==> src/rtl/wt_dcache_mshr.sv <==
// Miss-status holding registers for the write-through L1 D$: per-miss transaction IDs,
// secondary-miss detection and return lookup. Define WT_DCACHE_MSHR_MERGE_EN to merge secondary misses.
module wt_dcache_mshr #(
  parameter int unsigned NumEntries = 4,
  parameter int unsigned NumPorts   = 3,
  parameter int unsigned IdWidth    = 4,
  parameter int unsigned IdBase     = 1,
  parameter int unsigned PlenWidth  = 56,
  parameter int unsigned OffWidth   = 4,
  localparam int unsigned PortW     = (NumPorts > 1) ? $clog2(NumPorts) : 1,
  localparam int unsigned CntW      = $clog2(NumEntries + 1)
) (
  input  logic                 clk_i,
  input  logic                 rst_ni,
  input  logic                 alloc_req_i,
  input  logic [PlenWidth-1:0] alloc_paddr_i,
  input  logic [PortW-1:0]     alloc_port_i,
  input  logic                 alloc_nc_i,
  output logic                 alloc_gnt_o,
  output logic                 alloc_new_o,
  output logic [IdWidth-1:0]   alloc_id_o,
  input  logic                 rtrn_vld_i,
  input  logic [IdWidth-1:0]   rtrn_id_i,
  output logic                 rtrn_hit_o,
  output logic [NumPorts-1:0]  rtrn_ports_o,
  output logic [PlenWidth-1:0] rtrn_paddr_o,
  output logic                 rtrn_nc_o,
  output logic                 rtrn_err_o,
  output logic                 full_o,
  output logic                 empty_o,
  output logic [CntW-1:0]      pending_o
);

  localparam int unsigned LineW = PlenWidth - OffWidth;
  localparam int unsigned EntW  = (NumEntries > 1) ? $clog2(NumEntries) : 1;

  typedef enum logic {FREE, BUSY} ent_state_e;

  ent_state_e          state_q [NumEntries];
  ent_state_e          state_d [NumEntries];
  logic [LineW-1:0]    line_q  [NumEntries];
  logic [LineW-1:0]    line_d  [NumEntries];
  logic [PlenWidth-1:0] paddr_q [NumEntries];
  logic [PlenWidth-1:0] paddr_d [NumEntries];
  logic                nc_q    [NumEntries];
  logic                nc_d    [NumEntries];
  logic [NumPorts-1:0] ports_q [NumEntries];
  logic [NumPorts-1:0] ports_d [NumEntries];
  logic [CntW-1:0]     cnt_q, cnt_d;

  logic [LineW-1:0]      alloc_line;
  logic [NumEntries-1:0] hitv;
  logic [NumEntries-1:0] lm;
  logic [NumPorts-1:0]   port_oh;
  logic                  stall, lm_any, f_any, merge_ok;
  logic [EntW-1:0]       m_idx, f_idx, sel_idx;

  assign alloc_line = alloc_paddr_i[PlenWidth-1:OffWidth];

  // State register: control state is reset, payload fields are not.
  always_ff @(posedge clk_i or negedge rst_ni) begin
    if (!rst_ni) begin
      for (int unsigned k = 0; k < NumEntries; k++) begin
        state_q[k] <= FREE;
        ports_q[k] <= '0;
      end
      cnt_q <= '0;
    end else begin
      for (int unsigned k = 0; k < NumEntries; k++) begin
        state_q[k] <= state_d[k];
        ports_q[k] <= ports_d[k];
      end
      cnt_q <= cnt_d;
    end
  end

  always_ff @(posedge clk_i) begin
    for (int unsigned k = 0; k < NumEntries; k++) begin
      line_q[k]  <= line_d[k];
      paddr_q[k] <= paddr_d[k];
      nc_q[k]    <= nc_d[k];
    end
  end

  // Output logic: return lookup and grant arbitration.
  always_comb begin
    hitv         = '0;
    lm           = '0;
    port_oh      = '0;
    stall        = 1'b0;
    lm_any       = 1'b0;
    f_any        = 1'b0;
    merge_ok     = 1'b0;
    m_idx        = '0;
    f_idx        = '0;
    sel_idx      = '0;
    rtrn_hit_o   = 1'b0;
    rtrn_ports_o = '0;
    rtrn_paddr_o = '0;
    rtrn_nc_o    = 1'b0;
    alloc_gnt_o  = 1'b0;
    alloc_new_o  = 1'b0;
    alloc_id_o   = '0;

    for (int unsigned k = 0; k < NumEntries; k++) begin
      if (rtrn_vld_i && state_q[k] == BUSY && rtrn_id_i == IdWidth'(IdBase + k)) begin
        hitv[k]      = 1'b1;
        rtrn_hit_o   = 1'b1;
        rtrn_ports_o = ports_q[k];
        rtrn_paddr_o = paddr_q[k];
        rtrn_nc_o    = nc_q[k];
      end
    end
    rtrn_err_o = rst_ni && rtrn_vld_i && !rtrn_hit_o;

    for (int unsigned p = 0; p < NumPorts; p++) begin
      if (alloc_port_i == PortW'(p)) port_oh[p] = 1'b1;
    end

    // A retiring entry cannot be matched, and its line may not be reopened until next cycle.
    for (int unsigned k = 0; k < NumEntries; k++) begin
      if (hitv[k] && line_q[k] == alloc_line) stall = 1'b1;
      lm[k] = (state_q[k] == BUSY) && (line_q[k] == alloc_line) && !hitv[k];
      if (!lm_any && lm[k]) begin
        lm_any = 1'b1;
        m_idx  = EntW'(k);
`ifdef WT_DCACHE_MSHR_MERGE_EN
        merge_ok = !alloc_nc_i && !nc_q[k] && ((ports_q[k] & port_oh) == '0);
`endif
      end
      if (!f_any && state_q[k] == FREE) begin
        f_any = 1'b1;
        f_idx = EntW'(k);
      end
    end

    if (rst_ni && alloc_req_i && !stall) begin
      if (lm_any) begin
        alloc_gnt_o = merge_ok;
        sel_idx     = m_idx;
      end else if (f_any) begin
        alloc_gnt_o = 1'b1;
        alloc_new_o = 1'b1;
        sel_idx     = f_idx;
      end
    end
    if (alloc_gnt_o) alloc_id_o = IdWidth'(IdBase) + IdWidth'(sel_idx);
  end

  // Next-state logic per entry and for the occupancy count.
  always_comb begin
    for (int unsigned k = 0; k < NumEntries; k++) begin
      state_d[k] = state_q[k];
      line_d[k]  = line_q[k];
      paddr_d[k] = paddr_q[k];
      nc_d[k]    = nc_q[k];
      ports_d[k] = ports_q[k];
      if (hitv[k]) begin
        state_d[k] = FREE;
        ports_d[k] = '0;
      end
      if (alloc_gnt_o && EntW'(k) == sel_idx) begin
        if (alloc_new_o) begin
          state_d[k] = BUSY;
          line_d[k]  = alloc_line;
          paddr_d[k] = alloc_paddr_i;
          nc_d[k]    = alloc_nc_i;
          ports_d[k] = port_oh;
        end else begin
          ports_d[k] = ports_q[k] | port_oh;
        end
      end
    end
    unique case ({alloc_new_o, rtrn_hit_o})
      2'b10:   cnt_d = cnt_q + CntW'(1);
      2'b01:   cnt_d = cnt_q - CntW'(1);
      default: cnt_d = cnt_q;
    endcase
  end

  assign pending_o = cnt_q;
  assign full_o    = (cnt_q == CntW'(NumEntries));
  assign empty_o   = (cnt_q == '0);

endmodule

==> config.mk <==
export PLATFORM = sky130hd
export DESIGN_NAME = wt_dcache_mshr
export DESIGN_NICKNAME = d
export VERILOG_FILES = /design/src/rtl/wt_dcache_mshr.sv
export SDC_FILE = /design/constraint.sdc
export NUM_CORES = 1
export LEC_CHECK = 0
export BUFFER_PORTS_ARGS = -buffer_cell sky130_fd_sc_hd__buf_2
export CAP_MARGIN = 0
export CORE_AREA = 2 2 156 158
export DETAILED_ROUTE_END_ITERATION = 6
export DIE_AREA = 0 0 158 160
export GPL_ROUTABILITY_DRIVEN = 0
export MAX_ROUTING_LAYER = met4
export PLACE_DENSITY = 0.69
export SYNTH_ARGS = -nofsm -noshare
export SYNTH_HDL_FRONTEND = slang
export SYNTH_SLANG_ARGS = --single-unit
==> constraint.sdc <==
create_clock -name clk_i -period 6.3 [get_ports clk_i]
set_input_delay 0.945 -clock clk_i [delete_from_list [all_inputs] [get_ports clk_i]]
set_output_delay 0.945 -clock clk_i [all_outputs]
set_load 0.05 [all_outputs]
Word-level counts from Yosys, hierarchy flattened --
Memory sizes are Yosys's and may differ from the RTL's. Index checks and enable logic that the tools add are counted.
Storage, ports and cells: bits in registers 19, memory bits (writable) 436, input bits 67, logic and storage cells 187, memories kept 3
Memory list:
- paddr_q | depth 4, width 56, read ports 4, clocked after Yosys merged registers in 0, wr ports 4, RTL line 43 | logic [PlenWidth-1:0] paddr_q [NumEntries];
- line_q | depth 4, width 52, read ports 4, clocked after Yosys merged registers in 0, wr ports 4, RTL line 41 | logic [LineW-1:0] line_q [NumEntries];
- nc_q | depth 4, width 1, read ports 4, clocked after Yosys merged registers in 0, wr ports 4, RTL line 45 | logic nc_q [NumEntries];
Cells by class: $add $sub $neg 3, equal/unequal tests 16, mux-type cells 96, bitwise operators 7, reductions and logical operators 53
Operator list (number):
- 2-to-1 mux 56 bit | 12
- 2-to-1 mux 52 bit | 8
- equality test 52 bit | 4
- 2-to-1 mux 1 bit | 51
- 2-to-1 mux 3 bit | 17
- logical AND 1 bit | 34
- 2-to-1 mux 2 bit | 7
- OR 3 bit | 4
- zero test 1 bit | 11
- nonzero test 2 bit | 5
- equality test 4 x 2 -> 1 bit, second input constant | 2
- case mux 3 bit (2 select lines) | 1
- equality test 2 x 1 -> 1 bit, second input constant | 2
- equality test 2 bit, first input constant | 2
- equality test 2 bit, second input constant | 2
- equality test 4 x 1 -> 1 bit, second input constant | 1
- equality test 4 x 3 -> 1 bit, second input constant | 1
- zero test 2 bit | 2
- adder 1 x 2 -> 3 bit, first input constant | 1
- adder 3 x 1 -> 3 bit, second input constant | 1
- equality test 3 bit, second input constant | 1
- zero test 3 bit | 1
- NOT 1 bit | 3
- subtractor 3 x 1 -> 3 bit, second input constant | 1
- equality test 1 x 2 -> 1 bit, first input constant | 1

Depth between registers and ports, before layout --
word-level depth 20, depth in mapped cells 14, mapped depth without buffers 13

Least setup slack after synthesis --
No wires, ideal clock.
path type input to output, from input port alloc_paddr_i[13], to output port alloc_id_o[2], arrival 4532 ps, slack 823 ps, stages on the path 11, cells stage by stage clkbuf_1 xnor2_1 nand4_1 nor4_1 nand4_2 o211ai_1 o21ai_0 a21oi_1 ha_1 o211ai_1 nor3_4
On the way: cells in the longest elaborated chain, start to end 17
Ends and longest elaborated chain:
- start: declaration | RTL line 16 | input logic [PlenWidth-1:0] alloc_paddr_i,
- equality test 52 bit | RTL line 122, 123
- logical AND 1 bit (2 in a row) | RTL line 123 | lm[k] = (state_q[k] == BUSY) && (line_q[k] == alloc_line) && !hitv[k];
- 2-to-1 mux 1 bit | RTL line 124 | if (!lm_any && lm[k]) begin
- zero test 1 bit | RTL line 124
- logical AND 1 bit | RTL line 124
- 2-to-1 mux 1 bit | RTL line 124
- zero test 1 bit | RTL line 124
- logical AND 1 bit | RTL line 124
- 2-to-1 mux 1 bit | RTL line 124
- zero test 1 bit | RTL line 124
- logical AND 1 bit | RTL line 124
- 2-to-1 mux 2 bit or 2-to-1 mux 1 bit (tied branches) | RTL line 124
- 2-to-1 mux 2 bit | RTL line 138 | if (lm_any) begin
- 2-to-1 mux 2 bit | RTL line 137 | if (rst_ni && alloc_req_i && !stall) begin
- adder 1 x 2 -> 3 bit | RTL line 147 | if (alloc_gnt_o) alloc_id_o = IdWidth'(IdBase) + IdWidth'(sel_idx);
- 2-to-1 mux 3 bit (*) | RTL line 147
- end: declaration | RTL line 21 | output logic [IdWidth-1:0] alloc_id_o,
Mark *: on every way between the ends. The rest lies on a longest branch, timed or not.

Worst setup path after layout --
from input port alloc_paddr_i[7], to output port alloc_id_o[1]
The elaborated chain is that of the path after synthesis.

==> results.toml <==
[power_and_ir_drop]
p_per_area_mw_per_mm2 = 298
seq_power_share = 0.489
peak_ir_drop_on_the_vdd_network_mv = 0.235
switching_share = 0.272
pint_mw = 2.94
combPwrFrac = 0.144
p_leak_nw = 4.90
power_mw = 4.05
total_switching_power_mw = 1.10
clkPwrFrac = 0.367

[timing]
worst_clock_skew_ns = 0.0195
timing.fmax_mhz = 179
fin_crit_ns = 5.60
tns_ns = 0
relSlewSlack = 0.366
hold_viol = 0
post-route-period-util = 0.889
timing.final.max_slew_violations = 0
grt_setup_unrepaired = "no"
finalSetupViolCount = 0
worst_pin_slew_ns = 0.951

[setup_path]
worstSetupEndpointType = "output port"
timing.setup.critical_path_class = "input port to output port"
crit_chain = "buf_2, xnor2_1, nand4_1, nor4_1, nand4_2, o211ai_4, nand3b_1, nor3b_1, ha_1, nor4_1, buf_2"
path_max_fanout = 8
cpPeakStageDelay_ns = 0.55
worst_setup_path_startpoint = "alloc_paddr_i[7]"
critPathArrivalTime_ns = 4.65
crit_slowest_cell = "sky130_fd_sc_hd__nor4_1"
worst_r2r_path_depth = 11
critPathRequiredTime_ns = 5.35
nature_of_the_critical_path_startpoint = "input port"
crit-reg2reg-launch = "line_q[2][3]"

[floorplan]
placementRows = 57
dieHeight_um = 160
floorplan.die_area_mm2 = 0.0253
initial_cell_density_of_the_core = 0.490
core_area_mm2 = 0.0238
fp.dieW_um = 158
io-pin-count = 140

[detailed_routing]
avgRoutedWirePerCell_um = 24.2
finalWirelength_um = 32500
routed-via-count = 8106
post-route-drc-count = 0
drt_iter0_markers = 1279
ant_nets = 0
avgViaCountPerCell = 6.02
drt_pass1_iterations = 7

[place]
postPlaceCellArea_mm2 = 0.0127
port_buffers = 138
place_hpwl_um = 22000

[clocking]
ctsLongestPathBuffers = 3
htreeDepth = 1
tritoncts_clock_tree = "yes"
root_buffer = "sky130_fd_sc_hd__clkbuf_16"
cts-resized-gates = 0
number_of_hold_buffers_added_after_cts = 0
worstSkewPairLatency_ns = 0.53
post-cts-setup-buffers = 0
path_clk_slew_ns = 0.06
tritoncts.num_buffers = 26
cts_sinks = 247

[global_routing]
grt_antenna_before_repair = 2
vias_in_the_first_global_route = 7692
largest_net_degree_at_the_start_of_global_routing = 61
grt_pass1_wl_um = 47800
globalRouteOverflowTotal = 0
total_routing_usage_reported_by_global_routing = 0.262

[final_layout]
seq_area_mm2 = 0.00732
finish.net_count = 1073
drive_gt1_frac = 0.203
layout.filler_cells = 2004
finalCoreUtilization = 0.570
area_delta_synth_final_pct = 16.3
layout_common_cells = "sky130_fd_sc_hd__edfxtp_1 (228), sky130_fd_sc_hd__xnor2_1 (157), sky130_fd_sc_hd__buf_2 (138), sky130_fd_sc_hd__nand2_1 (129), sky130_fd_sc_hd__a222oi_1 (56)"
mostFrequentLayoutCell = "sky130_fd_sc_hd__edfxtp_1"
multi_input_comb_area_mm2 = 0.00423
stdcell_area_mm2 = 0.0136

[yosys]
synthesis.area_per_instance_um2 = 13.7
synthesis.instances = 854
postSynth.asyncResetShare = 0.0769
synthesis.yosys.warnings = 0
synthFlopType = "sky130_fd_sc_hd__edfxtp_1"
synth_area_mm2 = 0.0117
synth-edff-count = 228
synth.ff_latch_count = 247
synth.yosys.seq_area_share = 0.627
mappedNetlistNets = 927
synthDistinctLibCells = 48

[hold_path]
hold_path.class = "input port to async pin"

[run]
drv.max_cap_violation_count = 0

[status]
run_status = "completed"
==> final timing paths <==
check | slack [ns] | end
max in group asynchronous | 5.59 | state_q[2]
worst max register to register | 1.68 | paddr_q[3][3]
worst min-delay path | 0.38 | pending_o[1]
min in group clk_i | 0.53 | pending_o[2]
worst max-delay path | 0.70 | alloc_id_o[1]
worst min register to register | 0.53 | pending_o[2]
==> layout make-up <==
cell class	instances	share of cell area
Multi-Input combinational cell	571	0.311
Tap cell	324	0.0298
Clock inverter	18	0.0108
Antenna cell	2	0.000368
Clock buffer	30	0.0506
Timing Repair Buffer	149	0.0569
Sequential cell	247	0.539
Inverter	5	0.00138
==> registers in the layout, summed over array words and instances (netlist names) <==
signal / cells
ports_q: 12
pending_o: 3
paddr_q: 121
state_q: 4
line_q: 103
nc_q: 4
==> layer usage <==
layer	track usage	up-vias	routed length, um
met1	0.381	4013	13500
met4	0.0614	0	591
met5	-	-	0
met3	0.0336	40	3090
li1	-	3594	-
met2	0.398	459	15300
==> cells in the mapped netlist (8+ instances only) <==
| master | instances | area share |
|---|---|---|
| sky130_fd_sc_hd__nor4_1 | 32 | 0.017 |
| sky130_fd_sc_hd__clkbuf_1 | 24 | 0.0077 |
| sky130_fd_sc_hd__dfrtp_1 | 19 | 0.041 |
| sky130_fd_sc_hd__nand2_1 | 129 | 0.041 |
| sky130_fd_sc_hd__a222oi_1 | 56 | 0.048 |
| sky130_fd_sc_hd__mux2i_1 | 13 | 0.011 |
| sky130_fd_sc_hd__xor2_1 | 54 | 0.040 |
| sky130_fd_sc_hd__nand4_1 | 45 | 0.024 |
| sky130_fd_sc_hd__nor3_1 | 8 | 0.0034 |
| sky130_fd_sc_hd__xnor2_1 | 157 | 0.12 |
| sky130_fd_sc_hd__edfxtp_1 | 228 | 0.59 |
==> power groups by stage <==
stage,clock (mW),sequential (mW),combinational (mW)
6_report,1.48,1.98,0.585
5_1_grt,1.57,1.99,0.621
4_1_cts,1.51,1.98,0.584
3_5_place_dp,0,2.01,0.582
3_3_place_gp,0,2.01,0.573
2_1_floorplan,0,2.03,0.346
==> cell families after synthesis <==
| family | after synthesis | share of synthesized area |
|---|---|---|
| compound gates | 84 | 0.0649 |
| simple gates | 256 | 0.119 |
| flops | 247 | 0.627 |
| fa+ha+maj | 6 | 0.00707 |
| xor+xnor | 211 | 0.158 |
| other cells | 1 | 0.000321 |
| buf+inv | 36 | 0.0124 |
| mux | 13 | 0.0111 |
==> worst max-delay path, delay by kind of cell <==
| kind | cells | cell delay (ns) |
|---|---|---|
| simple gates | 6 | 1.94 |
| buf+inv | 2 | 0.52 |
| compound gates | 1 | 0.51 |
| xor+xnor | 1 | 0.42 |
| fa+ha+maj | 1 | 0.30 |
==> stage by stage <==
step | cells | hold slack, ns | worst slack (ns)
floorplan | 854 | 0.499 | 0.823
global placement | 1296 | 0.510 | 0.976
detailed placement | 1296 | 0.520 | 0.854
CTS | 1344 | 0.376 | 0.827
global route | 1346 | 0.403 | 0.548
finish | 1346 | 0.379 | 0.702
No activity file was read; power rests on OpenSTA's default activity.
